`config.mk`:
```
export PLATFORM = sky130hd
export DESIGN_NAME = btn_conditioner
export DESIGN_NICKNAME = d
export VERILOG_FILES = /design/src/rtl/btn_conditioner.sv
export SDC_FILE = /design/constraint.sdc
export NUM_CORES = 1
export LEC_CHECK = 0
export CAP_MARGIN = 20
export CELL_PAD_IN_SITES_DETAIL_PLACEMENT = 0
export CELL_PAD_IN_SITES_GLOBAL_PLACEMENT = 1
export CORE_ASPECT_RATIO = 0.9
export CORE_MARGIN = 4
export CORE_UTILIZATION = 48
export CTS_CLUSTER_SIZE = 28
export DETAILED_ROUTE_END_ITERATION = 8
export GPL_TIMING_DRIVEN = 0
export HOLD_SLACK_MARGIN = 0.05
export PLACE_DENSITY = 0.81
export SYNTH_ARGS = -nofsm -noshare
export SYNTH_HDL_FRONTEND = slang
export SYNTH_SLANG_ARGS = --single-unit
```
`constraint.sdc`:
```
create_clock -name clk -period 5.73 [get_ports clk]
set_input_delay 1.146 -clock clk [delete_from_list [all_inputs] [get_ports clk]]
set_output_delay 1.146 -clock clk [all_outputs]
set_load 0.01 [all_outputs]
```
`src/rtl/btn_conditioner.sv`:
```
// rtl/btn_conditioner.sv - polarity, synchroniser, shared-tick debouncer and press/release events for front-panel buttons
//
// Ports:
//   clk             system clock (32768 Hz)
//   rst_n           synchronous active-low reset
//   btn_raw         raw button pins, NBTN bits
//   btn_active_high 1: pressed = pin high, 0: pressed = pin low
//   tick            one-cycle pulse every 2^PRESCALE_W clocks
//   held            debounced pressed level per button
//   press_pulse     one-cycle pulse in the first cycle held[i] is 1
//   release_pulse   one-cycle pulse in the first cycle held[i] is 0 after being 1
//   any_held        OR of held
//   first_idx       index of lowest-numbered held button, 0 when none held
//   multi_held      two or more buttons held
module btn_conditioner #(
    parameter int NBTN         = 7,
    parameter int PRESCALE_W   = 10,
    parameter int STABLE_TICKS = 3
) (
    input  logic            clk,
    input  logic            rst_n,
    input  logic [NBTN-1:0] btn_raw,
    input  logic            btn_active_high,
    output logic            tick,
    output logic [NBTN-1:0] held,
    output logic [NBTN-1:0] press_pulse,
    output logic [NBTN-1:0] release_pulse,
    output logic            any_held,
    output logic [2:0]      first_idx,
    output logic            multi_held
);

    localparam logic [3:0] CNT_LAST = 4'(STABLE_TICKS - 1);

    logic [NBTN-1:0]       btn;
    logic [NBTN-1:0]       s1;
    logic [NBTN-1:0]       s2;
    logic [PRESCALE_W-1:0] prescaler;
    logic [3:0]            cnt [NBTN];

    // Polarity is folded in ahead of the synchroniser, so flipping
    // btn_active_high looks like an ordinary input edge and gets debounced.
    assign btn  = btn_active_high ? btn_raw : ~btn_raw;
    assign tick = (prescaler == '0);

    always_ff @(posedge clk) begin
        if (!rst_n) begin
            prescaler     <= '0;
            s1            <= '0;
            s2            <= '0;
            held          <= '0;
            press_pulse   <= '0;
            release_pulse <= '0;
            for (int i = 0; i < NBTN; i++) begin
                cnt[i] <= '0;
            end
        end else begin
            prescaler     <= prescaler + 1'b1;
            s1            <= btn;
            s2            <= s1;
            press_pulse   <= '0;
            release_pulse <= '0;
            if (tick) begin
                for (int i = 0; i < NBTN; i++) begin
                    // Any tick that sees the held level again drops all progress.
                    if (s2[i] == held[i]) begin
                        cnt[i] <= '0;
                    end else if (cnt[i] == CNT_LAST) begin
                        held[i]          <= s2[i];
                        press_pulse[i]   <= s2[i];
                        release_pulse[i] <= ~s2[i];
                        cnt[i]           <= '0;
                    end else begin
                        cnt[i] <= cnt[i] + 4'd1;
                    end
                end
            end
        end
    end

    logic [3:0] n_held;

    always_comb begin
        first_idx = 3'd0;
        n_held    = 4'd0;
        // Scan downwards so the lowest-numbered held button wins.
        for (int i = NBTN - 1; i >= 0; i--) begin
            if (held[i]) begin
                first_idx = 3'(i);
            end
            n_held = n_held + {3'd0, held[i]};
        end
        any_held   = |held;
        multi_held = (n_held >= 4'd2);
    end

endmodule

```
==> impl_metrics.py <==
metrics = {
    "drt": {
        "vias_per_cell": 5.12,
        "vias": 2353,
        "drtPass1Iterations": 4,
        "routed_wl_mm": 6.63,
        "drt_iter0_markers": 101,
        "drc": 0,
        "wire_per_inst_um": 14.4,
        "final_antenna_net_count": 0,
    },
    "pwr": {
        "p_per_area_nw_per_um2": 273,
        "leakagePower_nw": 1.53,
        "power_mw": 1.15,
        "ir_drop_v": 0.000162,
    },
    "sta": {
        "min_period_ps": 5100,
        "period_share": 0.891,
        "fin_ws_ps": 627,
        "setup_viol": 0,
        "hold_viol": 0,
        "timing.hold.ws_ps": 435,
        "skew_ps": 6.26,
        "maxSlewHeadroom": 0.516,
        "setup-tns-final_ps": 0,
        "max_freq_ghz": 0.196,
        "timing.final.max_slew_violations": 0,
        "rsz0062_at_grt": "no",
        "worst_pin_slew_ps": 726,
    },
    "placement": {
        "hpwl_mm": 4.86,
        "post-place-ws_ps": 1020,
        "gp_congestion": 0.773,
        "port_buffers": 34,
    },
    "final_layout": {
        "final_common_cell": "dfxtp_1",
        "nNetsFinal": 393,
        "layout_common_cells": "dfxtp_1, clkdlybuf4s50_1, nor3_1",
        "antenna_cells": 0,
        "drive_gt1_frac": 0.114,
        "n_fill_cell": 641,
        "synthToLayoutAreaGrowth_pct": 19.3,
    },
    "global_routing": {
        "gr-total-overflow": 0,
        "grt_pass1_vias": 2306,
        "grt_start_max_net_pins": 17,
        "grt_pass1_wl_mm": 11.1,
        "antenna_found_initial": 0,
        "track_usage": 0.163,
    },
    "logic_synthesis": {
        "synth_area_um2": 3530,
        "ys_seq_area_frac": 0.493,
        "yosys_warnings": 0,
        "ys_types": 35,
        "synthesis.nets": 347,
        "netlist_instances": 316,
        "postSynthAreaPerCell_um2": 11.2,
        "synth_edf_count": 28,
        "synth_flop_cell": "dfxtp_1",
        "async_flop_share": 0,
        "ys_seq_elements": 73,
    },
    "clocking": {
        "cts_resized": 0,
        "cts_max_level": 3,
        "clk_path_buf_depth": 2,
        "clock_latency_ps": 350,
        "path_clk_slew_ps": 70,
        "cts_made_buffers": 9,
        "numClockSinks": 73,
        "root_buffer": "clkbuf_8",
        "cts_tree": "done",
        "post_cts_buffers": 0,
        "cts_hold_buf": 0,
    },
    "critical_path": {
        "critPathArrivalTime_ps": 3960,
        "end_kind": "primary output",
        "cp_max_fo": 7,
        "worst_setup_path_start_kind": "register",
        "crit_type": "reg -> out",
        "worst_ep_required_time_ps": 4580,
    },
    "status": {
        "status": "finished clean",
    },
    "floorplan": {
        "die_height_um": 89.4,
        "core_um2": 7110,
        "ios": 37,
        "die_x_um": 98.5,
        "std_cell_rows": 29,
        "start_util": 0.497,
        "floorplan.die_area_um2": 8800,
    },
    "flow_run": {
        "maxCapViolCount": 0,
    },
    "min_path": {
        "hold_class": "reg -> reg",
    },
}
[final timing paths]
path / slack (ps) / cells after the start / start / to
min reg2reg: 440 / 1 / s1[0] / s2[0]
max: 630 / 10 / held[0] / multi_held
max reg2reg: 3170 / 5 / prescaler[4] / cnt[3][1]
min: 440 / 1 / s1[0] / s2[0]
[registers in the layout (all words and copies together), names as in the netlist]
name	flops
prescaler	10
cnt	28
release_pulse	7
s2	7
held	7
press_pulse	7
s1	7
[critical path: stages, from the launching register on]
cell and delay, ps:
dfxtp_1 330, clkbuf_1 340, inv_1 200, fa_1 520, fa_1 490, inv_1 40, ha_1 260, a21o_1 190
fa_1 420, or2_2 310, clkdlybuf4s50_1 510
[cell families after synthesis]
family          share of synthesized area
xor+xnor                           0.0768
flops                               0.493
fa+ha+maj                          0.0807
mux                                0.0227
buf+inv                            0.0570
simple gates                        0.248
compound gates                     0.0216
[metrics by stage]
stage | utilization | area (µm²) | instances
after floorplan | - | 3530 | 316
after global placement | 0.561 | 3990 | 443
after global routing | 0.593 | 4220 | 460
final | 0.593 | 4220 | 460
after CTS | 0.593 | 4220 | 460
after detailed placement | 0.563 | 4010 | 444
[layer usage]
layer | GRT usage | vias up | wire length (µm)
li1 | - | 1183 | -
met1 | 0.208 | 1115 | 3200
met2 | 0.260 | 44 | 2970
met3 | 0.0554 | 11 | 368
met4 | 0.0583 | 0 | 93
met5 | 0 | - | 0
[cell type report]
class / count / area, µm² / area share
plain buffers: 14 / 100 / 0.0237
flip-flops and latches: 73 / 1740 / 0.413
well taps: 93 / 116 / 0.0276
inverters: 27 / 101 / 0.0240
multi-input cells: 202 / 1590 / 0.377
clock buffers: 11 / 131 / 0.0311
clock inverters: 5 / 80.1 / 0.0190
repair buffers: 35 / 355 / 0.0842
[synth_stat cells (2+ instances only)]
library cell | number | area share
a21o_1 | 2 | 0.0042
a21oi_1 | 4 | 0.0057
and2_1 | 8 | 0.014
buf_6 | 4 | 0.013
clkbuf_1 | 8 | 0.0085
dfxtp_1 | 45 | 0.25
edfxtp_1 | 28 | 0.24
fa_1 | 3 | 0.017
ha_1 | 18 | 0.064
inv_1 | 27 | 0.029
mux2i_1 | 8 | 0.023
nand2_1 | 24 | 0.025
nand2b_1 | 5 | 0.0088
nand3_1 | 12 | 0.017
nor2_1 | 12 | 0.013
nor3_1 | 30 | 0.042
nor4_1 | 8 | 0.014
nor4_4 | 11 | 0.066
nor4b_1 | 3 | 0.0074
o21ai_0 | 2 | 0.0028
o31ai_1 | 2 | 0.0042
or3_1 | 3 | 0.0053
or3b_2 | 7 | 0.017
or4_1 | 2 | 0.0042
xnor2_1 | 8 | 0.020
xor2_1 | 23 | 0.057
[power by group]
| part | switching, mW | internal (mW) | leakage [nW] |
|---|---|---|---|
| Combinational | 0.0752 | 0.0531 | 0.755 |
| Clock | 0.184 | 0.245 | 0.101 |
| Sequential | 0.0254 | 0.570 | 0.677 |
| Total | 0.284 | 0.868 | 1.53 |
(Power assumes the default switching activity.)
